[src/rtl/guess_pkg.sv]
// Shared state encoding and default parameters for the guessing-game round controller.
package guess_pkg;

  localparam int DEF_MAX_TRIES   = 7;
  localparam int DEF_TRIES_W     = 4;
  localparam int DEF_ROUNDS      = 3;
  localparam int DEF_ROUND_W     = 2;
  localparam int DEF_TIMEOUT_CYC = 0;

  typedef enum logic [2:0] {
    S_SEED,
    S_SEED_REL,
    S_COMPARE,
    S_WAIT,
    S_WAIT_REL,
    S_WIN,
    S_LOSE,
    S_END
  } state_t;

endpackage

[src/rtl/guess_timer.sv]
// Idle-cycle counter for the guess wait state; expire marks the TIMEOUT_CYC-th enabled cycle.
module guess_timer #(
  parameter int TIMEOUT_CYC = 10
) (
  input  logic clk,
  input  logic reset_n,
  input  logic clear,
  input  logic enable,
  output logic expire
);

  localparam int CNT_W = $clog2(TIMEOUT_CYC + 1);

  logic [CNT_W-1:0] cnt;

  always_ff @(posedge clk) begin
    if (!reset_n || clear) begin
      cnt <= '0;
    end else if (enable) begin
      cnt <= cnt + 1'b1;
    end
  end

  // cnt holds the number of idle cycles already completed, so the last one sees TIMEOUT_CYC-1
  assign expire = enable && (cnt == CNT_W'(TIMEOUT_CYC - 1));

endmodule

[src/rtl/guess_round_ctrl.sv]
// Round/game sequencer for the number-guessing game: seeds the target, paces guesses,
// tracks tries, rounds and wins, and reports per-round results.
//
// state      | meaning
// S_SEED     | target counter free-running until the player presses enter
// S_SEED_REL | waiting for enter release before the first compare
// S_COMPARE  | one-cycle compare: latch LEDs, judge the guess
// S_WAIT     | waiting for the next guess (optional idle timeout)
// S_WAIT_REL | waiting for enter release before the next compare
// S_WIN      | round won: count the win, then next round or game end
// S_LOSE     | round lost: next round or game end
// S_END      | game over; a press-release starts a new game
module guess_round_ctrl
  import guess_pkg::*;
#(
  parameter int MAX_TRIES   = DEF_MAX_TRIES,
  parameter int TRIES_W     = DEF_TRIES_W,
  parameter int ROUNDS      = DEF_ROUNDS,
  parameter int ROUND_W     = DEF_ROUND_W,
  parameter int TIMEOUT_CYC = DEF_TIMEOUT_CYC
) (
  input  logic               clk,
  input  logic               reset_n,
  input  logic               i_enter,
  input  logic               i_over,
  input  logic               i_under,
  input  logic               i_equal,
  output logic               o_inc_actual,
  output logic               o_update_leds,
  output logic [TRIES_W-1:0] o_tries_left,
  output logic [ROUND_W-1:0] o_round,
  output logic [ROUND_W-1:0] o_wins,
  output logic               o_round_win,
  output logic               o_round_lose,
  output logic               o_done
);

  localparam logic [TRIES_W-1:0] TRIES_MAX  = TRIES_W'(MAX_TRIES);
  localparam logic [ROUND_W-1:0] LAST_ROUND = ROUND_W'(ROUNDS - 1);
  localparam logic [ROUND_W-1:0] WINS_MAX   = '1;

  state_t             state, state_nxt;
  logic [TRIES_W-1:0] tries, tries_nxt, tries_dec;
  logic [ROUND_W-1:0] round, round_nxt;
  logic [ROUND_W-1:0] wins, wins_nxt;
  logic               end_armed, end_armed_nxt;
  logic               expire;
  logic               inc, upd, win_p, lose_p, done;
  state_t             miss_state;

  // Over/under only drive the LEDs outside this block; the controller judges on equal alone.
  logic unused_flags;
  assign unused_flags = i_over ^ i_under;

  always_ff @(posedge clk) begin
    if (!reset_n) begin
      state     <= S_SEED;
      tries     <= TRIES_MAX;
      round     <= '0;
      wins      <= '0;
      end_armed <= 1'b0;
    end else begin
      state     <= state_nxt;
      tries     <= tries_nxt;
      round     <= round_nxt;
      wins      <= wins_nxt;
      end_armed <= end_armed_nxt;
    end
  end

  assign tries_dec  = (tries == '0) ? tries : tries - 1'b1;
  assign miss_state = (tries == TRIES_W'(1)) ? S_LOSE : S_WAIT;

  always_comb begin
    state_nxt     = state;
    tries_nxt     = tries;
    round_nxt     = round;
    wins_nxt      = wins;
    end_armed_nxt = end_armed;
    inc           = 1'b0;
    upd           = 1'b0;
    win_p         = 1'b0;
    lose_p        = 1'b0;
    done          = 1'b0;

    case (state)
      S_SEED: begin
        inc = 1'b1;
        if (i_enter) state_nxt = S_SEED_REL;
      end
      S_SEED_REL: begin
        if (!i_enter) state_nxt = S_COMPARE;
      end
      S_COMPARE: begin
        upd = 1'b1;
        if (i_equal) begin
          state_nxt = S_WIN;
        end else begin
          tries_nxt = tries_dec;
          state_nxt = miss_state;
        end
      end
      S_WAIT: begin
        // A press in the expiring cycle still counts as a real guess.
        if (i_enter) begin
          state_nxt = S_WAIT_REL;
        end else if (expire) begin
          upd       = 1'b1;
          tries_nxt = tries_dec;
          state_nxt = miss_state;
        end
      end
      S_WAIT_REL: begin
        if (!i_enter) state_nxt = S_COMPARE;
      end
      S_WIN, S_LOSE: begin
        win_p  = (state == S_WIN);
        lose_p = (state == S_LOSE);
        if (state == S_WIN && wins != WINS_MAX) wins_nxt = wins + 1'b1;
        if (round == LAST_ROUND) begin
          state_nxt = S_END;
        end else begin
          round_nxt = round + 1'b1;
          tries_nxt = TRIES_MAX;
          state_nxt = S_SEED;
        end
      end
      S_END: begin
        done = 1'b1;
        if (i_enter) begin
          end_armed_nxt = 1'b1;
        end else if (end_armed) begin
          end_armed_nxt = 1'b0;
          round_nxt     = '0;
          wins_nxt      = '0;
          tries_nxt     = TRIES_MAX;
          state_nxt     = S_SEED;
        end
      end
      default: begin
        state_nxt = S_SEED;
      end
    endcase
  end

  generate
    if (TIMEOUT_CYC > 0) begin : g_timer
      logic timer_clear;
      assign timer_clear = (state != S_WAIT) || expire;
      guess_timer #(
        .TIMEOUT_CYC(TIMEOUT_CYC)
      ) u_timer (
        .clk    (clk),
        .reset_n(reset_n),
        .clear  (timer_clear),
        .enable (state == S_WAIT),
        .expire (expire)
      );
    end else begin : g_no_timer
      assign expire = 1'b0;
    end
  endgenerate

  // Strobes and status stay quiet while reset is held, whatever the state register holds.
  assign o_inc_actual  = inc && reset_n;
  assign o_update_leds = upd && reset_n;
  assign o_round_win   = win_p && reset_n;
  assign o_round_lose  = lose_p && reset_n;
  assign o_done        = done && reset_n;
  assign o_tries_left  = tries;
  assign o_round       = round;
  assign o_wins        = wins;

endmodule

[config.mk]
export PLATFORM = sky130hd
export DESIGN_NAME = guess_round_ctrl
export DESIGN_NICKNAME = d
export VERILOG_FILES = /design/src/rtl/guess_pkg.sv /design/src/rtl/guess_timer.sv /design/src/rtl/guess_round_ctrl.sv
export SDC_FILE = /design/constraint.sdc
export NUM_CORES = 1
export LEC_CHECK = 0
export CORE_ASPECT_RATIO = 0.75
export CORE_MARGIN = 3
export CORE_UTILIZATION = 40
export CTS_BUF_LIST = sky130_fd_sc_hd__clkbuf_4 sky130_fd_sc_hd__clkbuf_8
export CTS_CLUSTER_DIAMETER = 200
export DETAILED_ROUTE_END_ITERATION = 10
export PLACE_DENSITY = 0.66
export RECOVER_POWER = 25
export SYNTH_ARGS = -nofsm -noshare
export SYNTH_HDL_FRONTEND = slang
export SYNTH_SLANG_ARGS = --single-unit
[constraint.sdc]
create_clock -name clk -period 2 [get_ports clk]
set_clock_uncertainty 0.05 [all_clocks]
set_input_delay 0.4 -clock clk [delete_from_list [all_inputs] [get_ports clk]]
set_output_delay 0.4 -clock clk [all_outputs]
set_load 0.1 [all_outputs]
==> flow_metrics.tcl <==
set metrics [dict create \
    status "complete, no violations" \
    setup_viol 0 \
    path_class "register to primary output" \
    fp.dieH_um 46.1 \
    routedWlPerCell_um 14.3 \
    critPathSlowestCell "dfxtp_1" \
    maxCapViolCount 0 \
    dieWidth_um 59.4 \
    dp_hpwl_um 1610 \
    drt_iter0_markers 22 \
    worstHoldPathCells 2 \
    cts_hold_buffers 0 \
    syn_inst 103 \
    fin_cells 144 \
    busiest_layer "met2" \
    drv_slew 0 \
    path_max_fanout 9 \
    wl_um 2060 \
    cts.sinks 12 \
    grt_pass1_wl_um 3550 \
    multi_input_area_um2 577 \
    root_buffer "clkbuf_4" \
    cp_slowest_stage_delay_ns 0.55 \
    fmax_mhz 532 \
    dp_cells 141 \
    nFillCells 184 \
    post_cts_buffers 0 \
    cts_max_level 1 \
    cp.arrival_ns 1.43 \
    seq_area_frac_synth 0.281 \
    vias_per_cell 5.58 \
    row_count 13 \
    clock_path_buffers 2 \
    finalCritPeriodShare 0.939 \
    final_common_cell "buf_4" \
    start_util 0.458 \
    grt_use_met1 0.231 \
    cts_tree "built" \
    rsz0062_at_grt "no" \
    r2r_cells 6 \
    antenna_left 0 \
    die_area_um2 2740 \
    cp.buffers_inverters 1 \
    grt.overflow.total 0 \
    io_pins 19 \
    core_um2 1870 \
    use_met3 0.0644 \
    synth_fp_nets 114 \
    hold_viol_final 0 \
    required_ns 1.55 \
    total_leakage_power_nw 0.489 \
    cts_buffers 3 \
    mostFrequentLayoutCells "9 x buf_4, 8 x a21oi_1, 7 x dfxtp_1, 7 x buf_12" \
    dpl_cell_area_um2 1170 \
    critPathCaptureType "primary output" \
    via_count 804 \
    route.detailed.drc 0 \
    tns_ns 0 \
    portBuffers 16 \
    globalplace.congestion 0.804 \
    grt_use_total 0.176 \
    drive_gt1_frac 0.295 \
    slew_headroom 0.639 \
    start_kind "register" \
    ys_seq_elements 12 \
    fin_crit_ns 1.88 \
    worst_slew_pin_slew_ns 0.544 \
    insertedDiodeCount 0 \
    max-vdd-ir-drop_uv 585 \
    crit_chain "nand3_1 -> nor2_2 -> buf_12" \
    power.total_w 0.00114 \
    hp-class "register to register" \
    fin_util 0.619 \
    firstDrtPassIters 4 \
    area_growth_syn_to_layout_pct 35.2 \
    cp.depth 3 \
    critPathTopFamily "flip-flops" \
    synth_area_per_cell_um2 8.31 \
    finish.instance_area_um2 1160 \
    synth.cell_area_um2 856 \
    synth_cell_types 40 \
    worstSkewPairLatency_ns 0.27 \
    grt_start_max_net_pins 14 \
    pwr_density_cell_nw_per_um2 988 \
    nNetsFinal 135 \
    grtUsageMet2 0.277 \
    clk_pin_slew_worst_paths_ns 0.08 \
    grt_pass1_vias 776 \
    antenna_found_initial 0 \
    yosys_warnings 0 \
    seqCellArea_um2 246 \
]
## cells in the mapped netlist (all sizes together)
cell	count	share of area
and3b	1	0.010
ha	5	0.073
nor3	3	0.018
nor4b	1	0.028
buf	7	0.050
o21ai	7	0.041
nand2	5	0.022
nor3b	2	0.018
a311o	1	0.012
and4b	1	0.012
o22ai	1	0.0073
o221ai	2	0.028
o211ai	1	0.0088
inv	5	0.022
nor2	6	0.026
and2	2	0.015
xor2	4	0.041
clkbuf	1	0.0044
nand3b	1	0.0088
a21oi	8	0.047
o31ai	1	0.0088
o311ai	1	0.010
and3	2	0.015
mux2i	2	0.023
nand3	5	0.029
xnor2	1	0.010
nor2b	4	0.029
dfxtp	12	0.28
o2bb2ai	1	0.010
a21boi	2	0.018
nand4b	1	0.010
or3b	2	0.020
nand2b	3	0.022
a32o	1	0.012
nor4bb	1	0.012
## routing by layer
| metal | share of wire | wire length [um] |
|---|---|---|
| met3 | 0.046 | 94 |
| met5 | 0 | 0 |
| met2 | 0.44 | 913 |
| met4 | 0 | 0 |
| met1 | 0.51 | 1050 |
## path summary, 6_finish.rpt
path,start,to,slack [ns]
max,state[2],o_round_win,0.12
min,o_round[0],o_round[0],0.42
min reg2reg,o_round[0],o_round[0],0.42
max reg2reg,o_round[0],o_round[1],0.22
## cell families (layout without fill, tap and decap cells)
| logic type | count (synthesis) | count (layout) | share of synthesized area |
|---|---|---|---|
| flip-flops | 12 | 12 | 0.281 |
| XOR/XNOR | 5 | 5 | 0.0512 |
| AO/OA/AOI/OAI | 26 | 26 | 0.202 |
| multiplexers | 2 | 2 | 0.0234 |
| AND/OR/NAND/NOR | 40 | 40 | 0.294 |
| adder cells (fa/ha/maj) | 5 | 5 | 0.0731 |
| buffers and inverters | 13 | 32 | 0.0760 |
## layout make-up
cell class	instances	share of cell area
Multi-Input combinational cell	78	0.498
Timing Repair Buffer	24	0.229
Sequential cell	12	0.213
Tap cell	22	0.0238
Clock buffer	3	0.0195
Inverter	5	0.0162
## per-stage QoR
stage,worst slack [ns],hold slack [ns]
after floorplan,-0.193,0.458
after global placement,0.0292,0.396
after detailed placement,0.00901,0.409
after CTS,-0.00228,0.421
after global routing,0.00916,0.444
final,0.122,0.418
## repair_timing
action                     4_1_cts  5_1_grt
setup endpoints to repair        1        4
pin swaps                        0        1
hold endpoints to repair         0        0
gates resized for setup          0        2
## where the power goes
group	internal, W	switching, W	total [W]
sequential	0.000275	0.0000837	0.000359
clock	0.0000698	0.0000833	0.000153
combinational	0.000243	0.000388	0.000631
## sequential cells by signal, summed over array words and instances (netlist names)
name,flops
state,3
o_round,2
o_tries_left,4
end_armed,1
o_wins,2
## tightest hold or removal path, stage by stage (launching register included)
cell,delay (ns)
dfxtp_2,0.33
nand2_1,0.05
a21boi_1,0.05
(Power assumes the default switching activity.)
==> RTL change, RTL diff (same flow settings) <==
Re-encode `state_t` (8 states) as Gray code, 3 bits wide.
--- a/src/rtl/guess_pkg.sv
+++ b/src/rtl/guess_pkg.sv
@@ -9,12 +9,12 @@
 
   typedef enum logic [2:0] {
-    S_SEED,
-    S_SEED_REL,
-    S_COMPARE,
-    S_WAIT,
-    S_WAIT_REL,
-    S_WIN,
-    S_LOSE,
-    S_END
+    S_SEED     = 3'b000,
+    S_SEED_REL = 3'b001,
+    S_COMPARE  = 3'b011,
+    S_WAIT     = 3'b010,
+    S_WAIT_REL = 3'b110,
+    S_WIN      = 3'b111,
+    S_LOSE     = 3'b101,
+    S_END      = 3'b100
   } state_t;
 
Function: same outputs for any inputs over 10 cycles, from zero or initial values and one cycle with reset_n low; not proved beyond that.
==> RTL change against the original RTL <==
Routed wire length decreased by 12%; sequential cell count stayed put; synthesized area down 11%; via count fell by 6.7%; cell area decreased by 6.9%; cell count decreased by 3.5%; setup slack worse by 0.068 ns; critical endpoint is now o_round_lose; highest routed layer is now met4.
Power is not compared: it rests on default switching activity, and its combinational part moved more than twofold at a synthesized area within 25%.
==> RTL change: results (changes against the original RTL) <==
- Vias in the first global route: 754 (was 776)
- Met1 Use GR: 22.5% (was 23.1%)
- Synth top cells by count: dfxtp_1 (12), a21oi_1 (10), nor2_1 (9) (was dfxtp_1 (12), a21oi_1 (8), nor2_1 (6))
- Yosys cell types: 38 (was 40)
- Critical Path Fanout Max: 4 (was 9)
- WP data arrival: 1.50 ns (was 1.43 ns)
- Post-placement cell count: 135 (was 141)
- Drt wl/cell: 13.1 um (was 14.3 um)
- Synth Area in Compound Gates: 23.6% (was 20.2%)
- XOR/XNOR share of the synthesized area: 0% (was 5.12%)
- Top Metal Used: met4 (was met3)
- Status: complete, no violations (unchanged)
- Via count: 750 (was 804)
- Final #Nets: 129 (was 135)
- M2 GR Usage: 26.7% (was 27.7%)
- Pre-CTS setup slack: 0.0298 ns (was 0.00901 ns)
- Detailed Route Iter0 Violations: 26 (was 22)
- Hpwl dp: 1440 um (was 1610 um)
- Post-synthesis mux area share: 2.79% (was 2.34%)
- Worst setup path start: reset_n (was state[2])
- All-Layer GR Usage: 17.2% (was 17.6%)
- Share of cells above drive strength 1: 33.3% (was 29.5%)
- DP Area: 1040 um^2 (was 1170 um^2)
- Register area share after synthesis: 31.5% (was 28.1%)
- M1 wire length: 914 um (was 1050 um)
- Pin count of the biggest net entering global routing: 13 (was 14)
RTL change: cell count changes after synthesis, sizes merged, moves of 3 or more:
cell and change:
buf -4, xor2 -4, inv +5, o21ai -3, nor2b -3, o31ai +3
nor2 +5
RTL change: report_power, final:
| group | internal [uW] | switching, uW | total (uW) |
|---|---|---|---|
| sequential | 260 | 38.0 | 298 |
| clock | 111 | 85.6 | 196 |
| combinational | 85.8 | 186 | 272 |
RTL change: path summary, 6_finish.rpt:
path | slack, ns | depth (start not counted) | end
max | 0.05 | 4 | o_round_lose
min | 0.45 | 2 | o_round[1]
max reg2reg | 0.41 | 4 | o_tries_left[2]
min reg2reg | 0.45 | 2 | o_round[1]
RTL change: area by class of cell:
class                   count  area [um^2]
fillers                   159          696
multi-input cells          70          477
repair buffers             21          253
flip-flops and latches     12          246
inverters                  10         37.5
clock buffers               4         36.3
well taps                  22         27.5
RTL change: worst max-delay path, delay by kind of cell:
family | cells | cell delay [ns]
buffers and inverters | 2 | 0.71
and+or+nand+nor | 2 | 0.38
